--- src/rtl/loop_sequencer_pkg.sv ---
// Shared types and default sizing for the loop sequencer and its watchdog.
package loop_sequencer_pkg;

  localparam int unsigned CNT_W_DEF          = 4;
  localparam int unsigned TIMEOUT_CYCLES_DEF = 16;

  typedef enum logic [1:0] {
    IDLE,
    ISSUE,
    CHECK,
    DONE
  } loop_state_e;

endpackage

--- src/rtl/loop_watchdog.sv ---
// Counts consecutive enabled cycles and flags the cycle that completes LIMIT of them.
// Used by loop_sequencer only when LOOP_SEQUENCER_TIMEOUT_EN is defined.
module loop_watchdog #(
  parameter int unsigned LIMIT = 16
) (
  input  logic clk,
  input  logic rst_n,
  input  logic clear,
  input  logic enable,
  output logic expire
);

  localparam int unsigned W = $clog2(LIMIT + 1);

  logic [W-1:0] cnt_q;

  // NOTE: clocked state uses non-blocking assignments so every flop samples pre-edge values.
  always_ff @(posedge clk) begin
    if (!rst_n) begin
      cnt_q <= '0;
    end else if (clear) begin
      cnt_q <= '0;
    end else if (enable) begin
      cnt_q <= cnt_q + 1'b1;
    end
  end

  assign expire = enable && (cnt_q == W'(LIMIT - 1));

endmodule

--- src/rtl/loop_sequencer.sv ---
// Do-while iteration sequencer: issues one body request per iteration, tests count < limit after each ack.
// Optional ISSUE-state watchdog enabled by defining LOOP_SEQUENCER_TIMEOUT_EN.
module loop_sequencer
  import loop_sequencer_pkg::*;
#(
  parameter int unsigned CNT_W = CNT_W_DEF
`ifdef LOOP_SEQUENCER_TIMEOUT_EN
  , parameter int unsigned TIMEOUT_CYCLES = TIMEOUT_CYCLES_DEF
`endif
) (
  input  logic             clk,
  input  logic             rst_n,
  input  logic             start,
  input  logic [CNT_W-1:0] limit,
  input  logic             abort,
  output logic             body_req,
  output logic [CNT_W-1:0] body_idx,
  input  logic             body_ack,
  output logic             busy,
  output logic             done,
  output logic [CNT_W-1:0] count,
  output logic             timeout
);

  loop_state_e      state_q, state_d;
  logic [CNT_W-1:0] count_q, lim_q;
  logic             wd_expire;

`ifdef LOOP_SEQUENCER_TIMEOUT_EN
  logic wd_clear, wd_enable, timeout_q;

  // Abort is excluded here so it always wins over an expiry in the same cycle.
  assign wd_clear  = (state_q != ISSUE) && (state_d == ISSUE);
  assign wd_enable = (state_q == ISSUE) && !body_ack && !abort;

  loop_watchdog #(
    .LIMIT (TIMEOUT_CYCLES)
  ) u_watchdog (
    .clk    (clk),
    .rst_n  (rst_n),
    .clear  (wd_clear),
    .enable (wd_enable),
    .expire (wd_expire)
  );

  always_ff @(posedge clk) begin
    if (!rst_n) timeout_q <= 1'b0;
    else        timeout_q <= wd_expire;
  end

  assign timeout = timeout_q;
`else
  assign wd_expire = 1'b0;
  assign timeout   = 1'b0;
`endif

  always_ff @(posedge clk) begin
    if (!rst_n) begin
      state_q <= IDLE;
      count_q <= '0;
      lim_q   <= '0;
    end else begin
      state_q <= state_d;
      if (state_q == IDLE && start) begin
        lim_q   <= limit;
        count_q <= '0;
      end else if (state_q == ISSUE && body_ack && !abort) begin
        count_q <= count_q + 1'b1;
      end
    end
  end

  // NOTE: every always_comb output gets a default first so no path can infer a latch.
  always_comb begin
    state_d = state_q;
    unique case (state_q)
      IDLE:  if (start) state_d = ISSUE;
      ISSUE: begin
        if (abort)          state_d = IDLE;
        else if (wd_expire) state_d = IDLE;
        else if (body_ack)  state_d = CHECK;
      end
      CHECK: begin
        if (abort)                 state_d = IDLE;
        else if (count_q < lim_q)  state_d = ISSUE;
        else                       state_d = DONE;
      end
      DONE:  state_d = IDLE;
      default: state_d = IDLE;
    endcase
  end

  // Outputs decode only flops, so no input reaches an output combinationally.
  always_comb begin
    body_req = (state_q == ISSUE);
    body_idx = (state_q == ISSUE) ? count_q : '0;
    busy     = (state_q != IDLE);
    done     = (state_q == DONE);
  end

  assign count = count_q;

endmodule

--- config.mk ---
export PLATFORM = sky130hd
export DESIGN_NAME = loop_sequencer
export DESIGN_NICKNAME = d
export VERILOG_FILES = /design/src/rtl/loop_sequencer_pkg.sv /design/src/rtl/loop_watchdog.sv /design/src/rtl/loop_sequencer.sv
export SDC_FILE = /design/constraint.sdc
export NUM_CORES = 1
export LEC_CHECK = 0
export ABC_AREA = 1
export BUFFER_PORTS_ARGS = -buffer_cell sky130_fd_sc_hd__buf_2
export CAP_MARGIN = 20
export CORE_AREA = 10 10 47 49
export DETAILED_ROUTE_END_ITERATION = 12
export DIE_AREA = 0 0 57 59
export PLACE_DENSITY = 0.81
export SLEW_MARGIN = 10
export SYNTH_ARGS = -nofsm -noshare
export SYNTH_HDL_FRONTEND = slang
export SYNTH_HIERARCHICAL = 1
export SYNTH_SLANG_ARGS = --single-unit
--- constraint.sdc ---
create_clock -name clk -period 1.2 [get_ports clk]
set_input_delay 0.18 -clock clk [delete_from_list [all_inputs] [get_ports clk]]
set_output_delay 0.18 -clock clk [all_outputs]
set_load 0.005 [all_outputs]
==> flow_metrics.tcl <==
set metrics [dict create \
    status "finished, violations left" \
    failed_checks "negative setup slack" \
    route.detailed.drc 0 \
    hold_class "input pin to flop" \
    synth_cell_type_count 23 \
    first_pass_iters 4 \
    htreeDepth 1 \
    final_cell_mix "buf_2 (19), inv_1 (15), nand2_1 (10)" \
    peakVddDrop_uv 506 \
    syn_nets 92 \
    grt_overflow_total 0 \
    fin_util_pct 54.6 \
    first_global_vias 561 \
    finClkSkew_ns 0.00645 \
    antenna_left 0 \
    vias_per_cell 4.62 \
    place_inst 113 \
    rsz0062_at_grt "true" \
    ios 21 \
    clk_pin_slew_ns 0.07 \
    finalCritPeriodShare_pct 100 \
    port_buffers 19 \
    placementRows 14 \
    cts_buffers 3 \
    fmax_mhz 831 \
    hold_viol 0 \
    ys_ff_latch 10 \
    fillers 137 \
    die_w_um 57 \
    arrival_ns 1.02 \
    syn_inst 79 \
    grt_max_degree 10 \
    clock_path_buffers 2 \
    synth_top_cell_area_share_pct 34.8 \
    multi_input_area_um2 313 \
    hpwl_um 1110 \
    critPathKind "flop to primary output" \
    cts_tree "built" \
    yosys.area.top_type "dfxtp_1" \
    core_um2 1400 \
    endpoint_kind "primary output" \
    ys_warn_count 6 \
    fp.dieH_um 59 \
    critPathMaxFanout 3 \
    vias 559 \
    start_util_pct 41.1 \
    maxCapViolations 0 \
    syn_avg_cell_area_um2 7.29 \
    total_leakage_power_nw 0.383 \
    seqCellArea_um2 203 \
    yosysSeqAreaShare_pct 34.8 \
    final_nets 119 \
    wl_per_cell_um 11.7 \
    drive_gt1_share_pct 40.0 \
    drt-total-wl_um 1420 \
    first_iter_violations 10 \
    cp-start-kind "flop" \
    final_common_cell "buf_2" \
    gp_congestion 0.739 \
    post-route-min-period_ns 1.20 \
    dieArea_um2 3360 \
    slew_violations 0 \
    setup_viol 5 \
    antenna_found_initial 0 \
    clock_sinks 10 \
    diodes 0 \
    layout_setup_ws_ns -0.00408 \
    syn-cell-area_um2 576 \
    final_cells 121 \
    grt_pass1_wl_um 2320 \
    syn_to_final_growth_pct 32.8 \
    clk_latency_ns 0.27 \
    ys_top_cells_by_area "dfxtp_1 (35%), inv_1 (11%), ha_1 (8.7%), a21oi_1 (7.0%), nand2_1 (6.5%)" \
    cp_data_required_time_ns 1.02 \
    grt_usage_pct 8.54 \
    cts_root_buf "clkbuf_4" \
    p_per_area_nw_per_um2 1030 \
]
metrics by stage:
step / TNS (ns) / power [mW] / hold WS (ns) / setup WS, ns / cell area, um2
floorplan: 0 / 0.433 / 0.311 / 0.168 / 576
global placement: 0 / 0.465 / 0.446 / 0.119 / 683
detailed placement: 0 / 0.469 / 0.452 / 0.0992 / 683
CTS: -0.0934 / 0.797 / 0.187 / -0.0307 / 752
global route: -0.287 / 0.835 / 0.198 / -0.0632 / 764
finish: -0.0131 / 0.791 / 0.177 / -0.00408 / 764
worst max-delay path, stage by stage, from the launching register on:
cell	delay (ns)
dfxtp_2	0.34
buf_4	0.15
nor2_4	0.11
inv_2	0.04
buf_2	0.12
flip-flops by register name, summed over array words and instances, names as in the netlist:
name / count
lim_q: 4
count: 4
state_q: 2
routing by layer:
| metal | vias up | part of all wire, % | global-route usage, % |
|---|---|---|---|
| met5 | - | 0 | 0 |
| met3 | 4 | 6.1 | 3.22 |
| li1 | 298 | - | - |
| met2 | 14 | 49 | 14.9 |
| met4 | 0 | 1.5 | 4.03 |
| met1 | 243 | 43 | 8.87 |
power breakdown:
| part | internal [mW] | total, mW | leakage, nW | switching, mW |
|---|---|---|---|---|
| registers | 0.347 | 0.355 | 0.0826 | 0.00779 |
| logic | 0.0546 | 0.129 | 0.280 | 0.0740 |
| clock network | 0.184 | 0.307 | 0.0210 | 0.123 |
| total | 0.586 | 0.791 | 0.383 | 0.205 |
Yosys cell counts:
library cell and count:
o21ai_0 4, nor3_2 1, conb_1 1, ha_1 4
o21bai_1 1, a211oi_1 1, a21oi_1 8, nand3_1 4
nor2_1 6, nand2_2 2, a31oi_1 1, or2_1 1
inv_2 1, nand3_4 1, dfxtp_1 10, inv_1 17
o21ai_1 1, buf_4 1, nand2_4 1, nand2_1 10
nor3_1 1, nor2_2 1, nor2_4 1
final timing paths:
kind	startpoint	to	slack [ns]	cells after the start
setup / recovery	state_q[0]$_SDFFE_PN0P_	busy	-0.004	4
hold / removal	limit[2]	lim_q[2]$_SDFFE_PN0P_	0.18	3
hold reg to reg	lim_q[3]$_SDFFE_PN0P_	lim_q[3]$_SDFFE_PN0P_	0.46	2
setup reg to reg	state_q[0]$_SDFFE_PN0P_	state_q[1]$_SDFFE_PN0P_	0.06	7
layout make-up:
cell class | count | area share (%)
sequential | 10 | 26.5
multi-input combinational | 50 | 40.9
tap | 16 | 2.62
inverter | 18 | 8.84
clock buffer | 4 | 4.75
timing repair buffer | 23 | 16.4
what timing repair did:
item	in CTS	in global routing
pin swaps	2	3
cloned	0	0
endpoints found under the setup margin	5	10
hold buffers	0	0
gates resized for setup	5	5
buffers inserted	3	1
cell families after synthesis:
kind of cell | Yosys count | share of synthesized area [%]
other | 1 | 0.652
DFF | 10 | 34.8
adders and majority gates | 4 | 8.70
AOI/OAI and AO/OA | 16 | 15.0
buffers and inverters | 19 | 13.0
and+or+nand+nor | 29 | 27.8
(Power assumes the default switching activity.)
